$ cat src/rtl/input_conditioner.sv
// Conditions DE1-SoC slide switches and push-buttons: two-flop synchronisers,
// per-bit counter debounce, KEY polarity inversion and registered edge events.
module input_conditioner #(
  parameter int N_SW            = 8,
  parameter int N_BTN           = 4,
  parameter int DEBOUNCE_CYCLES = 1000000,
  parameter int CNT_W           = 20
) (
  input  logic             clk_clk,
  input  logic             reset_reset_n,
  input  logic [N_SW-1:0]  sw_raw,
  input  logic [N_BTN-1:0] key_raw,
  output logic [N_SW-1:0]  sw_clean,
  output logic [N_BTN-1:0] btn_clean,
  output logic [N_BTN-1:0] btn_press,
  output logic [N_BTN-1:0] btn_release,
  output logic             sw_change
);

  // Switches occupy the low bits of the combined debounce vector, buttons the high bits.
  localparam int N_ALL = N_SW + N_BTN;
  localparam logic [CNT_W-1:0] CNT_MAX = CNT_W'(DEBOUNCE_CYCLES - 1);
  localparam logic [CNT_W-1:0] CNT_ONE = {{(CNT_W-1){1'b0}}, 1'b1};

  logic [N_SW-1:0]  sw_sync1_r;
  logic [N_SW-1:0]  sw_sync2_r;
  logic [N_BTN-1:0] key_sync1_r;
  logic [N_BTN-1:0] key_sync2_r;

  logic [N_ALL-1:0] level_s;
  logic [N_ALL-1:0] stable_r;
  logic [N_ALL-1:0] stable_nxt_s;
  logic [CNT_W-1:0] cnt_r     [N_ALL];
  logic [CNT_W-1:0] cnt_nxt_s [N_ALL];

  logic [N_SW-1:0]  sw_cur_s;
  logic [N_SW-1:0]  sw_nxt_s;
  logic [N_BTN-1:0] btn_cur_s;
  logic [N_BTN-1:0] btn_nxt_s;

  logic [N_BTN-1:0] btn_press_r;
  logic [N_BTN-1:0] btn_release_r;
  logic             sw_change_r;

  // Two-flop synchronisers; keys reset to the released (high) level so power-up is quiet.
  always_ff @(posedge clk_clk or negedge reset_reset_n) begin
    if (!reset_reset_n) begin
      sw_sync1_r  <= '0;
      sw_sync2_r  <= '0;
      key_sync1_r <= '1;
      key_sync2_r <= '1;
    end else begin
      sw_sync1_r  <= sw_raw;
      sw_sync2_r  <= sw_sync1_r;
      key_sync1_r <= key_raw;
      key_sync2_r <= key_sync1_r;
    end
  end

  assign level_s = {~key_sync2_r, sw_sync2_r};

  // Per-bit debounce next state: any disagreement must persist DEBOUNCE_CYCLES cycles.
  always_comb begin
    stable_nxt_s = stable_r;
    for (int i = 0; i < N_ALL; i++) begin
      cnt_nxt_s[i] = cnt_r[i];
      if (level_s[i] == stable_r[i]) begin
        cnt_nxt_s[i] = '0;
      end else if (cnt_r[i] == CNT_MAX) begin
        stable_nxt_s[i] = level_s[i];
        cnt_nxt_s[i]    = '0;
      end else begin
        cnt_nxt_s[i] = cnt_r[i] + CNT_ONE;
      end
    end
  end

  // Debounce state and counters.
  always_ff @(posedge clk_clk or negedge reset_reset_n) begin
    if (!reset_reset_n) begin
      stable_r <= '0;
      for (int i = 0; i < N_ALL; i++) begin
        cnt_r[i] <= '0;
      end
    end else begin
      stable_r <= stable_nxt_s;
      for (int i = 0; i < N_ALL; i++) begin
        cnt_r[i] <= cnt_nxt_s[i];
      end
    end
  end

  assign sw_cur_s  = stable_r[N_SW-1:0];
  assign sw_nxt_s  = stable_nxt_s[N_SW-1:0];
  assign btn_cur_s = stable_r[N_ALL-1:N_SW];
  assign btn_nxt_s = stable_nxt_s[N_ALL-1:N_SW];

  // Event pulses are registered alongside the stable level so they coincide with the change.
  always_ff @(posedge clk_clk or negedge reset_reset_n) begin
    if (!reset_reset_n) begin
      btn_press_r   <= '0;
      btn_release_r <= '0;
      sw_change_r   <= 1'b0;
    end else begin
      btn_press_r   <= btn_nxt_s & ~btn_cur_s;
      btn_release_r <= ~btn_nxt_s & btn_cur_s;
      sw_change_r   <= |(sw_nxt_s ^ sw_cur_s);
    end
  end

  assign sw_clean    = sw_cur_s;
  assign btn_clean   = btn_cur_s;
  assign btn_press   = btn_press_r;
  assign btn_release = btn_release_r;
  assign sw_change   = sw_change_r;

endmodule

$ cat config.mk
export PLATFORM = sky130hd
export DESIGN_NAME = input_conditioner
export DESIGN_NICKNAME = d
export VERILOG_FILES = /design/src/rtl/input_conditioner.sv
export SDC_FILE = /design/constraint.sdc
export NUM_CORES = 1
export LEC_CHECK = 0
export CAP_MARGIN = 20
export CORE_MARGIN = 4
export CORE_UTILIZATION = 50
export DETAILED_ROUTE_END_ITERATION = 10
export PLACE_DENSITY = 0.74
export SLEW_MARGIN = 20
export SYNTH_ARGS = -nofsm -noshare
export SYNTH_HDL_FRONTEND = slang
export SYNTH_SLANG_ARGS = --single-unit
$ cat constraint.sdc
create_clock -name clk_clk -period 1.8 [get_ports clk_clk]
set_input_delay 0.36 -clock clk_clk [delete_from_list [all_inputs] [get_ports clk_clk]]
set_output_delay 0.36 -clock clk_clk [all_outputs]
set_load 0.02 [all_outputs]
; ---- Yosys cells after proc, flatten, opt, wreduce, memory -nomap -nowiden
; Cells that the tools add are included.
[totals]
output_inout_bits = 21
input_bits = 14
word_cells = 111
regBits = 285
[classes]
add_sub_neg = 12
bitwise_logic = 6
n_mux = 48
eq_ne = 24
reduce_logical = 1
[ops]
columns = operator, count
row1 = 20-bit 2-to-1 mux, 24
row2 = "20-bit by 1-bit adder with 20-bit output, second input constant", 12
row3 = "20-bit equality test, second input constant", 12
row4 = 1-bit 2-to-1 mux, 24
row5 = 1-bit equality test, 12
row6 = 4-bit NOT, 3
row7 = 4-bit bitwise AND, 2
row8 = 8-bit OR reduction, 1
row9 = 8-bit XOR, 1

; ---- Depth between registers and ports, before layout
; Gate-level depths: netlist of the first run.
[depth]
depth_word = 5
ltp_mapped = 8
mapped_depth_nobuf = 6

; ---- Worst setup path after synthesis of the first run
; Ideal clock, no wire load.
[synth_path]
kind = register -> register
start = reg cnt_r[175] in the netlist's numbering
end = reg stable_r[3]
path_buffers = 0
t_required_ps = 1675
synth_period_minus_slack_ps = 1980
path_stages_with_launch = 5
setup_time_ps = 125
arrival_time_ps = 1855
setup_slack_ps = -180
cell_sequence = dfrtp_1 > or4b_1 > or4_4 > nor2_2 > mux2_2
[synth_between]
elab_chain_cells = 3
[synth_lines]
columns = element, line
row1 = "start, declared", 33  ; logic [CNT_W-1:0] cnt_r [N_ALL];
row2 = "start signal, assigned by index", 88  ; cnt_r[i] <= cnt_nxt_s[i];
row3 = 20-bit equality test, 69  ; end else if (cnt_r[i] == CNT_MAX) begin
row4 = 1-bit 2-to-1 mux, 69
row5 = 1-bit 2-to-1 mux, 67  ; if (level_s[i] == stable_r[i]) begin
row6 = via stable_nxt_s[3], 32  ; logic [N_ALL-1:0] stable_nxt_s;
row7 = "end signal, assigned", 86  ; stable_r <= stable_nxt_s;
row8 = "end, declared", 31  ; logic [N_ALL-1:0] stable_r;
; The timed path passes the listed nets, and every way through them passes these cells.

; ---- Worst setup path after layout of the first run
; Same ends and word-level chain as after synthesis.

==> results of run 1 <==
## flip-flops by register name (all words and copies together), names as in the netlist
signal,flops
btn_release,4
key_sync2_r,4
stable_r,12
sw_sync1_r,8
key_sync1_r,4
cnt_r,240
sw_sync2_r,8
sw_change,1
btn_press,4
## kinds of logic after synthesis
group | Yosys count
AO/OA/AOI/OAI | 16
XOR/XNOR | 223
adder cells (fa/ha/maj) | 12
buffers and inverters | 64
flip-flops | 285
multiplexers | 8
AND/OR/NAND/NOR | 695
## final cells by class
class,instances,area (sq um)
multi-input combinational,954,6070
sequential,285,7140
clock buffer,39,815
fill,2081,10000
clock inverter,17,224
timing repair buffer,123,1170
inverter,28,105
tap,335,419
## worst max-delay path, cell delays in order (launching register included)
cell and delay [ns]:
dfrtp_1 0.37, or4b_1 0.52, or4_4 0.57, nor2_4 0.10, mux2_2 0.33
## what timing repair did
item / 4_1_cts / 5_1_grt
pin swaps: 4 / 25
hold buffers: 1 / 0
endpoints found under the setup margin: 91 / 188
cloned: 0 / 1
gates resized for setup: 32 / 65
hold endpoints to repair: 112 / 0
setup buffers: 4 / 5
## stage by stage
stage | cells | instance area [sq um] | worst slack [ns] | hold slack (ns)
after floorplan | 1303 | 13200 | -0.180 | 0.0644
final | 1781 | 16000 | -0.229 | 0.203
after detailed placement | 1715 | 14500 | -0.228 | 0.236
after global placement | 1715 | 14500 | -0.197 | 0.240
after global routing | 1781 | 16000 | -0.294 | 0.177
after CTS | 1776 | 15600 | -0.233 | 0.174
## power by group through the flow
| stage | Clock (uW) | Sequential, uW | Combinational, uW |
|---|---|---|---|
| CTS | 6570 | 6590 | 484 |
| global placement | 0 | 6700 | 467 |
| finish | 6400 | 6590 | 501 |
| detailed placement | 0 | 6710 | 474 |
| global route | 6860 | 6610 | 577 |
| floorplan | 0 | 6690 | 198 |
## per-layer routing
metal	vias up	track usage	wire (um)	share of wire
met5	-	0	0	0
met4	0	0.0410	569	0.023
met3	44	0.0297	804	0.032
met2	150	0.286	12300	0.49
met1	4686	0.237	11500	0.46
li1	4657	-	-	-
## Yosys cell counts (2+ instances only)
cell type,number
dfrtp_1,277
nor2_1,276
xor2_1,124
xnor2_1,99
nand3_1,89
nand2_1,80
nand4_1,64
nor4_1,35
and4_1,32
and3_1,31
nor3_1,30
inv_1,28
clkbuf_1,25
ha_1,12
and2_1,10
or2_2,9
a21oi_1,8
buf_2,8
dfstp_2,8
mux2_2,8
o21ai_0,7
nor4b_1,6
or3_1,6
nand2b_1,4
nand4b_1,4
nor3b_1,4
nor4bb_1,4
buf_6,2
nor2b_1,2
or4_4,2
## path summary, 6_finish.rpt
path	startpoint	endpoint	slack [ns]	cells after the start
setup / recovery	cnt_r[175]	stable_r[3]	-0.23	4
hold / removal	key_raw[2]	key_sync1_r[2]	0.20	1
setup reg to reg	cnt_r[175]	stable_r[3]	-0.23	4
hold reg to reg	sw_sync1_r[6]	sw_sync2_r[6]	0.35	0
max in group asynchronous	reset_reset_n	key_sync2_r[1]	0.77	3
min in group asynchronous	reset_reset_n	btn_press[0]	0.26	2
==> impl_metrics.json, run 1 <==
{
  "status": "complete, but fails checks",
  "violations": "negative setup slack",
  "die_height_um": 170,
  "synthMuxAreaShare": 0.00685,
  "p_leak_uw": 0.00693,
  "grt_pass1_wl_mm": 43.0,
  "power_frac_seq": 0.489,
  "crit_type": "register to register",
  "cts-buffers-inserted": 30,
  "cts.sinks": 285,
  "pin_count": 35,
  "htree_levels": 1,
  "synth_simple_gate_area_frac": 0.263,
  "path_clk_slew_ns": 0.06,
  "p_switching_uw": 2890,
  "finClkSkew_ns": 0.0282,
  "period_needed_ns": 2.03,
  "vias": 9537,
  "comb_power_share": 0.037,
  "synthTopCellsByArea": "dfrtp_1, xor2_1, nor2_1, xnor2_1, nand3_1",
  "yosys_warnings": 0,
  "fin_nets": 1448,
  "vdd_drop_max_uv": 852,
  "slew_headroom": 0.627,
  "start_util": 0.506,
  "clkPwrFrac": 0.474,
  "synthFlopType": "dfrtp_1",
  "hp-class": "input pin to register",
  "diodes": 0,
  "synth_xor_area_frac": 0.149,
  "clockBufferDepth": 3,
  "synth_seq_cells": 285,
  "synth_edf_count": 0,
  "final_util": 0.614,
  "startpoint_type": "register",
  "gp_congestion": 0.835,
  "fp.dieArea_sq_um": 28900,
  "crit_fanout": 2,
  "via_per_inst": 5.35,
  "routedWlPerCell_um": 14.1,
  "hold_violations": 0,
  "worstMarginPinSlew_ns": 0.554,
  "synthAdderAreaFrac": 0.0114,
  "port_buffers": 34,
  "hpwl_mm": 15.8,
  "ys_seq_area_frac": 0.543,
  "track_usage": 0.172,
  "yosysTopAreaCell": "dfrtp_1",
  "netlist_area_sq_um": 13100,
  "min_period_over_period": 1.13,
  "synth_fp_nets": 1329,
  "cts_root_buffer": "clkbuf_16",
  "rsz0062_at_grt": "true",
  "arrival_ns": 2.45,
  "antenna_found_initial": 0,
  "cp_data_required_time_ns": 2.22,
  "first_pass_iters": 4,
  "finalPower_uw": 13500,
  "internal_power_uw": 10600,
  "cts_tree": "yes",
  "drcViolationCount": 0,
  "syn_to_final_growth_pct": 21.4,
  "final_layout_size_suffix_gt1_frac": 0.151,
  "finalSetupViolations": 42,
  "drv_slew": 0,
  "post_synth.cell_area_avg_sq_um": 10.1,
  "synthArstFlopShare": 1.00,
  "tns_ns": -4.86,
  "grt_pass1_vias": 9341,
  "wirelength_mm": 25.2,
  "cp-end-kind": "register",
  "switching_share": 0.214,
  "ys_types": 39,
  "syn_inst": 1303,
  "clk_latency_ns": 0.56,
  "max_freq_mhz": 493,
  "maxCapViolations": 0,
  "mostFrequentLayoutCell": "dfrtp_1",
  "synth_top_family_by_area": "simple AND/OR/NAND/NOR gates",
  "final_cell_mix": "dfrtp_1, nor2_1, xor2_1, xnor2_1, nand3_1",
  "grt_max_degree": 88,
  "synth-compound-area-share": 0.00628,
  "grt-ovfl-total": 0,
  "pwr_density_cell_nw_per_um2": 846,
  "synth_top_area_frac": 0.527,
  "dieWidth_um": 170,
  "num_rows": 59,
  "fin_ws_ns": -0.229,
  "first_iter_violations": 533,
  "ant_nets": 0,
  "coreArea_sq_um": 26000
}
No activity file was read; power rests on OpenSTA's default activity.
==> inputs of run 2 (changes only) <==
- SKIP_CTS_REPAIR_TIMING: unset -> 1
==> run 2 against run 1 <==
The flow still finishes with violations (negative setup slack). Sequential power barely moved. Die area is the same. Global-route usage shrank 0.15 points. Sequential cell count is the same. Critical endpoint is now cnt_r[163]. Via count shrank 1.0%. First-iteration DRC count shrank 4.3%.
==> impl_metrics.json, run 2 (synthesized netlist as in run 1, its figures left out) <==
{
  "status": "complete, but fails checks",
  "violations": "negative setup slack",
  "drcViolationCount": 0,
  "routedWlPerCell_um": 13.8,
  "slew_headroom": 0.624,
  "largest_reg_flops": 240,
  "maxCapViolations": 0,
  "crit_type": "register to register",
  "start_util": 0.506,
  "drv_slew": 0,
  "diodes": 0,
  "path_clk_slew_ns": 0.06,
  "first_iter_violations": 510,
  "clk_latency_ns": 0.56,
  "grt_pass1_wl_mm": 42.6,
  "fin_nets": 1445,
  "clockBufferDepth": 3,
  "crit_fanout": 10,
  "dieWidth_um": 170,
  "rsz0062_at_grt": "true",
  "cts.sinks": 285,
  "top_register": "cnt_r",
  "cp-end-kind": "register",
  "cts_tree": "yes",
  "pwr_density_cell_nw_per_um2": 849,
  "grt-ovfl-total": 0,
  "max_freq_mhz": 493,
  "cts_root_buffer": "clkbuf_16",
  "hold_violations": 0,
  "final_layout_size_suffix_gt1_frac": 0.134,
  "port_buffers": 34,
  "n_fill_cell": 2097,
  "htree_levels": 1,
  "track_usage": 0.170,
  "pin_count": 35,
  "gp_congestion": 0.835,
  "ant_nets": 0,
  "antenna_found_initial": 0,
  "syn_to_final_growth_pct": 20.7,
  "cp_data_required_time_ns": 2.25,
  "fin_ws_ns": -0.228,
  "dp_cells": 1715,
  "die_height_um": 170,
  "grt_pass1_vias": 9251,
  "final_cell_mix": "nor2_1, dfrtp_1, xor2_1, xnor2_1, nand3_1",
  "p_leak_uw": 0.00721,
  "startpoint_type": "register",
  "via_per_inst": 5.31,
  "min_period_over_period": 1.13,
  "grt_max_degree": 88,
  "finalPower_uw": 13500,
  "period_needed_ns": 2.03,
  "hp-class": "input pin to register",
  "num_rows": 59,
  "finalSetupViolations": 29,
  "finClkSkew_ns": 0.0230,
  "worstMarginPinSlew_ns": 0.558,
  "first_pass_iters": 5,
  "placed_area_sq_um": 14500,
  "layout.cells.non_filler": 1778,
  "fp.dieArea_sq_um": 28900,
  "reg.largest.list": "cnt_r: 240 flops, stable_r: 12 flops",
  "fin_area_sq_um": 15900,
  "arrival_ns": 2.47,
  "vdd_drop_max_uv": 852,
  "tns_ns": -4.64,
  "final_util": 0.611,
  "cts-buffers-inserted": 30,
  "hpwl_mm": 15.8,
  "vias": 9437,
  "wirelength_mm": 24.6,
  "coreArea_sq_um": 26000
}
-- run 2: changes by cell type in the layout (fill, tap and decap cells not counted), moves of 2 or more --
cell	change
nor2_1	+16
a21oi_1	+2
dlygate4sd2_1	-21
a21oi_2	-2
dlymetal6s2s_1	+21
nor2_4	-16
buf_4	-2
-- run 2: where the power goes --
| part | leakage, uW | total, uW | switching, uW | internal (uW) |
|---|---|---|---|---|
| logic | 0.00281 | 480 | 291 | 189 |
| clock network | 0.000515 | 6400 | 2500 | 3900 |
| registers | 0.00389 | 6590 | 84.7 | 6510 |
-- run 2: cell type report --
class | count | area [sq um] | area share
sequential | 285 | 7140 | 0.450
tap | 335 | 419 | 0.0264
clock buffer | 39 | 815 | 0.0513
clock inverter | 17 | 224 | 0.0141
timing repair buffer | 120 | 1230 | 0.0773
multi-input combinational | 954 | 5940 | 0.374
inverter | 28 | 105 | 0.00662
-- run 2: stage by stage --
step	hold WS, ns	worst slack, ns
after detailed placement	0.236	-0.228
after floorplan	0.0644	-0.180
after CTS	-0.340	-0.256
after global placement	0.240	-0.197
final	0.204	-0.228
after global routing	0.177	-0.298
-- run 2: worst max-delay path, cell delays in order, from the launching register on --
cell       delay, ns
dfrtp_1         0.37
or4b_1          0.52
or4_4           0.57
nor2_4          0.10
or2_4           0.15
clkbuf_16       0.16
nor2_1          0.05
-- run 2: path summary, 6_finish.rpt --
check                              start        endpoint  slack, ns  cells past startpoint
hold / removal                key_raw[2]  key_sync1_r[2]       0.20                      1
max in group asynchronous  reset_reset_n        cnt_r[0]       0.78                      4
setup / recovery              cnt_r[175]      cnt_r[163]      -0.23                      6
hold reg to reg            sw_sync1_r[6]   sw_sync2_r[6]       0.35                      0
min in group asynchronous  reset_reset_n    btn_press[0]       0.26                      2
setup reg to reg              cnt_r[175]      cnt_r[163]      -0.23                      6
-- run 2: metal layers --
layer / up-vias / global-route usage / routed length (um)
met2: 139 / 0.282 / 11800
met1: 4609 / 0.236 / 11500
met4: 0 / 0.0417 / 493
met3: 37 / 0.0297 / 846
met5: - / 0 / 0
li1: 4652 / - / -
==> inputs of run 3 (changes only) <==
- REMOVE_ABC_BUFFERS: unset -> 1
- SLEW_MARGIN: 20 -> unset
==> run 3 against run 2 <==
Sequential share of layout area is 0.29 points higher. The flow still finishes with violations (negative setup slack). Total power is 2.1% lower. Cell count up 0.28%.
==> impl_metrics.json, run 3 (synthesized netlist as in run 1, its figures left out) <==
{
  "wirelength_mm": 25.3,
  "cp-end-kind": "register",
  "n_fill_cell": 2096,
  "dieWidth_um": 170,
  "mostFrequentLayoutCell": "nor2_1",
  "num_rows": 59,
  "cts.sinks": 285,
  "p_leak_uw": 0.00717,
  "comb_power_share": 0.037,
  "crit_fanout": 10,
  "clockBufferDepth": 3,
  "final_layout_size_suffix_gt1_frac": 0.135,
  "finClkSkew_ns": 0.00974,
  "min_period_over_period": 1.14,
  "cts-buffers-inserted": 30,
  "syn_to_final_growth_pct": 20.0,
  "worstMarginPinSlew_ns": 0.471,
  "grt_pass1_vias": 9725,
  "max_freq_mhz": 488,
  "crit_type": "register to register",
  "violations": "negative setup slack",
  "routedWlPerCell_um": 14.2,
  "hpwl_mm": 16.8,
  "rsz0062_at_grt": "true",
  "first_pass_iters": 5,
  "pin_count": 35,
  "startpoint_type": "register",
  "finalSetupViolations": 22,
  "antenna_found_initial": 0,
  "place_ws_ns": -0.227,
  "reg.largest.list": "cnt_r: 240 flops, stable_r: 12 flops",
  "drcViolationCount": 0,
  "via_per_inst": 5.40,
  "hold_violations": 0,
  "start_util": 0.506,
  "drv_slew": 0,
  "fin_area_sq_um": 15800,
  "cts_tree": "yes",
  "fp.dieArea_sq_um": 28900,
  "diodes": 0,
  "track_usage": 0.176,
  "port_buffers": 34,
  "grt-ovfl-total": 0,
  "gp_congestion": 0.825,
  "die_height_um": 170,
  "cp_data_required_time_ns": 2.23,
  "path_clk_slew_ns": 0.06,
  "clk_latency_ns": 0.54,
  "hp-class": "input pin to register",
  "placed_area_sq_um": 14500,
  "p_switching_uw": 2800,
  "first_iter_violations": 612,
  "grt_max_degree": 60,
  "largest_reg_flops": 240,
  "dp_cells": 1725,
  "fin_nets": 1455,
  "pwr_density_cell_nw_per_um2": 836,
  "period_needed_ns": 2.05,
  "cts_root_buffer": "clkbuf_16",
  "fin_ws_ns": -0.251,
  "clkPwrFrac": 0.464,
  "coreArea_sq_um": 26000,
  "top_register": "cnt_r",
  "final_cell_mix": "nor2_1, dfrtp_1, xor2_1, xnor2_1, nand3_1",
  "vias": 9635,
  "internal_power_uw": 10400,
  "slew_headroom": 0.685,
  "arrival_ns": 2.48,
  "tns_ns": -5.01,
  "vdd_drop_max_uv": 839,
  "status": "complete, but fails checks",
  "switching_share": 0.213,
  "grt_pass1_wl_mm": 44.2,
  "maxCapViolations": 0,
  "layout.cells.non_filler": 1783,
  "htree_levels": 1,
  "power_frac_seq": 0.500,
  "ant_nets": 0
}
==> run 3: cell count changes in the layout (fill, tap and decap cells not counted), moves of 3 or more <==
cell	previous run	this run
buf_12	13	7
buf_4	71	84
buf_6	0	3
bufinv_16	5	2
clkbuf_8	3	7
clkinv_2	10	4
==> run 3: worst paths after layout <==
kind / end / depth (start not counted) / slack [ns] / startpoint
min in group asynchronous: cnt_r[53] / 2 / 0.32 / reset_reset_n
setup reg to reg: cnt_r[170] / 6 / -0.25 / cnt_r[172]
hold reg to reg: sw_sync2_r[7] / 0 / 0.35 / sw_sync1_r[7]
max in group asynchronous: cnt_r[64] / 3 / 0.80 / reset_reset_n
hold / removal: key_sync1_r[1] / 1 / 0.22 / key_raw[1]
setup / recovery: cnt_r[170] / 6 / -0.25 / cnt_r[172]
==> run 3: power by group through the flow <==
stage / logic (uW) / registers [uW] / clock network [uW]
floorplan: 177 / 6690 / 0
global placement: 463 / 6700 / 0
detailed placement: 474 / 6700 / 0
CTS: 478 / 6590 / 6290
global route: 551 / 6600 / 6540
finish: 483 / 6590 / 6110
==> run 3: critical path, cell delays in order, from the launching register on <==
cell       delay [ns]
dfrtp_1          0.37
or4_1            0.53
or4_4            0.57
nor2_4           0.11
or2_4            0.16
clkbuf_16        0.16
nor2_1           0.05
==> run 3: metal layers <==
metal / track usage / vias up / wire length, um
met5: 0 / - / 0
met4: 0.0424 / 0 / 510
met3: 0.0242 / 45 / 871
met2: 0.300 / 145 / 12300
met1: 0.241 / 4765 / 11600
li1: - / 4680 / -
==> run 3: stage by stage <==
| stage | hold slack (ns) | util | power [uW] |
|---|---|---|---|
| 6_report | 0.221 | 0.607 | 13200 |
| 5_1_grt | 0.212 | 0.607 | 13700 |
| 4_1_cts | -0.276 | 0.596 | 13400 |
| 3_5_place_dp | 0.301 | 0.558 | 7180 |
| 3_3_place_gp | 0.297 | 0.558 | 7160 |
| 2_1_floorplan | 0.0644 | - | 6870 |
==> run 3: area by class of cell <==
cell class,instances,area [sq um],share of cell area
clock buffers,43,891,0.0565
clock inverters,8,97.6,0.00619
inverters,28,105,0.00666
multi-input cells,954,5880,0.373
flip-flops and latches,285,7140,0.453
well taps,335,419,0.0266
repair buffers,130,1240,0.0785
==> RTL edit, RTL diff (config.mk and constraints of run 2) <==
Change the parameter `DEBOUNCE_CYCLES` from 1000000 to 524288.
--- a/src/rtl/input_conditioner.sv
+++ b/src/rtl/input_conditioner.sv
@@ -5,3 +5,3 @@
   parameter int N_BTN           = 4,
-  parameter int DEBOUNCE_CYCLES = 1000000,
+  parameter int DEBOUNCE_CYCLES = 524288,
   parameter int CNT_W           = 20
Formal check against the unedited RTL: no difference found for any inputs over 10 cycles, from zero or initial values and one cycle with reset_reset_n low; that may be too few to reach the edited logic, so the function may still have changed.
==> RTL edit against run 2 <==
  * The flow still finishes with violations (setup timing)
  * Sequential share of layout area up 0.74 points
  * Highest routed layer unchanged
  * Die area down 2.5%
  * Area after synthesis down 2.6%
  * Global-route usage down 0.58 points
  * Power down 2.3%
  * Setup slack worse by 3.2 ps
  * Worst hold slack better by 22 ps
  * Wire length down 4.4%
  * Combinational power up 6.0%
  * First-iteration DRC count down 31%
  * Count of clock-buffer cells in the layout up 7
  * Sequential cell count unchanged
  * Cell area down 1.6%
==> RTL edit: results (changes against run 2) <==
[grt]
grt_use_met3=0.02747  ; -0.002262
grt_util_met1=0.2182  ; -0.01820
track_usage=0.1645  ; -0.005833

[sta]
clock_skew_ps=9.974  ; -13.00 ps
max_slew_margin=0.6724  ; +0.04802
setup-tns-final_ps=-3005  ; +1631 ps
setup_ws_ps=-231.6  ; -3.206 ps
setup_viol=21  ; -28%

[layout]
nets=1438  ; -0.48%

[status]
violations=setup timing
status=finished with violations

[power]
switchingPower_uw=2861  ; -0.43%
comb_power_share=0.039  ; +0.003

[yosys]
ys_seq_area_frac=0.5579  ; +0.01455
synth_common_cells=nor2_1 (288), dfrtp_1 (277), xnor2_1 (118)

[detailed_routing]
drt_wl_total_mm=23.50  ; -4.4%
drtIter0Drc=352  ; -31%
met3_length_um=704  ; -17%

[critical_path]
cp_max_fo=4  ; -6
cp-endpoint=stable_r[1]
critPathMaxStageDelay_ps=500  ; -70 ps
crit_path_start=cnt_r[200]
r2r.worst_path.cells=5  ; -1

[placement]
preCtsSetupSlack_ps=-159.8  ; +68.16 ps
place_inst=1696  ; -1.1%
place_congestion=0.8063  ; -3.4%

[worst_hold_path]
min-delay-start=key_raw[3]

RTL edit: changes by cell type in the layout (fill, tap and decap cells not counted), moves of 6 or more:
cell,before,now
buf_4,71,98
xor2_1,124,103
xnor2_1,99,118
and4_1,31,14
nand4_1,64,49
nor4_1,24,15
nor4_2,9,0
and2_1,10,2
nor3_1,27,35
nor2_2,0,7
buf_12,13,7
clkinv_2,10,4
nand2b_1,3,9
RTL edit: cell type report:
class	count	area [um2]
Clock buffer	46	902.1
Fill cell	2018	9572
Tap cell	330	412.9
Multi-Input combinational cell	919	5607
Clock inverter	10	90.09
Sequential cell	285	7142
Inverter	31	116.4
Timing Repair Buffer	145	1340
RTL edit: cells by family (layout without fill, tap and decap cells):
logic type / Yosys count / in the layout / share of synthesized area
buf+inv: 56 / 232 / 0.02082
mux: 10 / 10 / 0.008602
simple gates: 656 / 659 / 0.2425
xor+xnor: 221 / 221 / 0.1512
compound gates: 17 / 17 / 0.007233
fa+ha+maj: 12 / 12 / 0.01173
flops: 285 / 285 / 0.5579
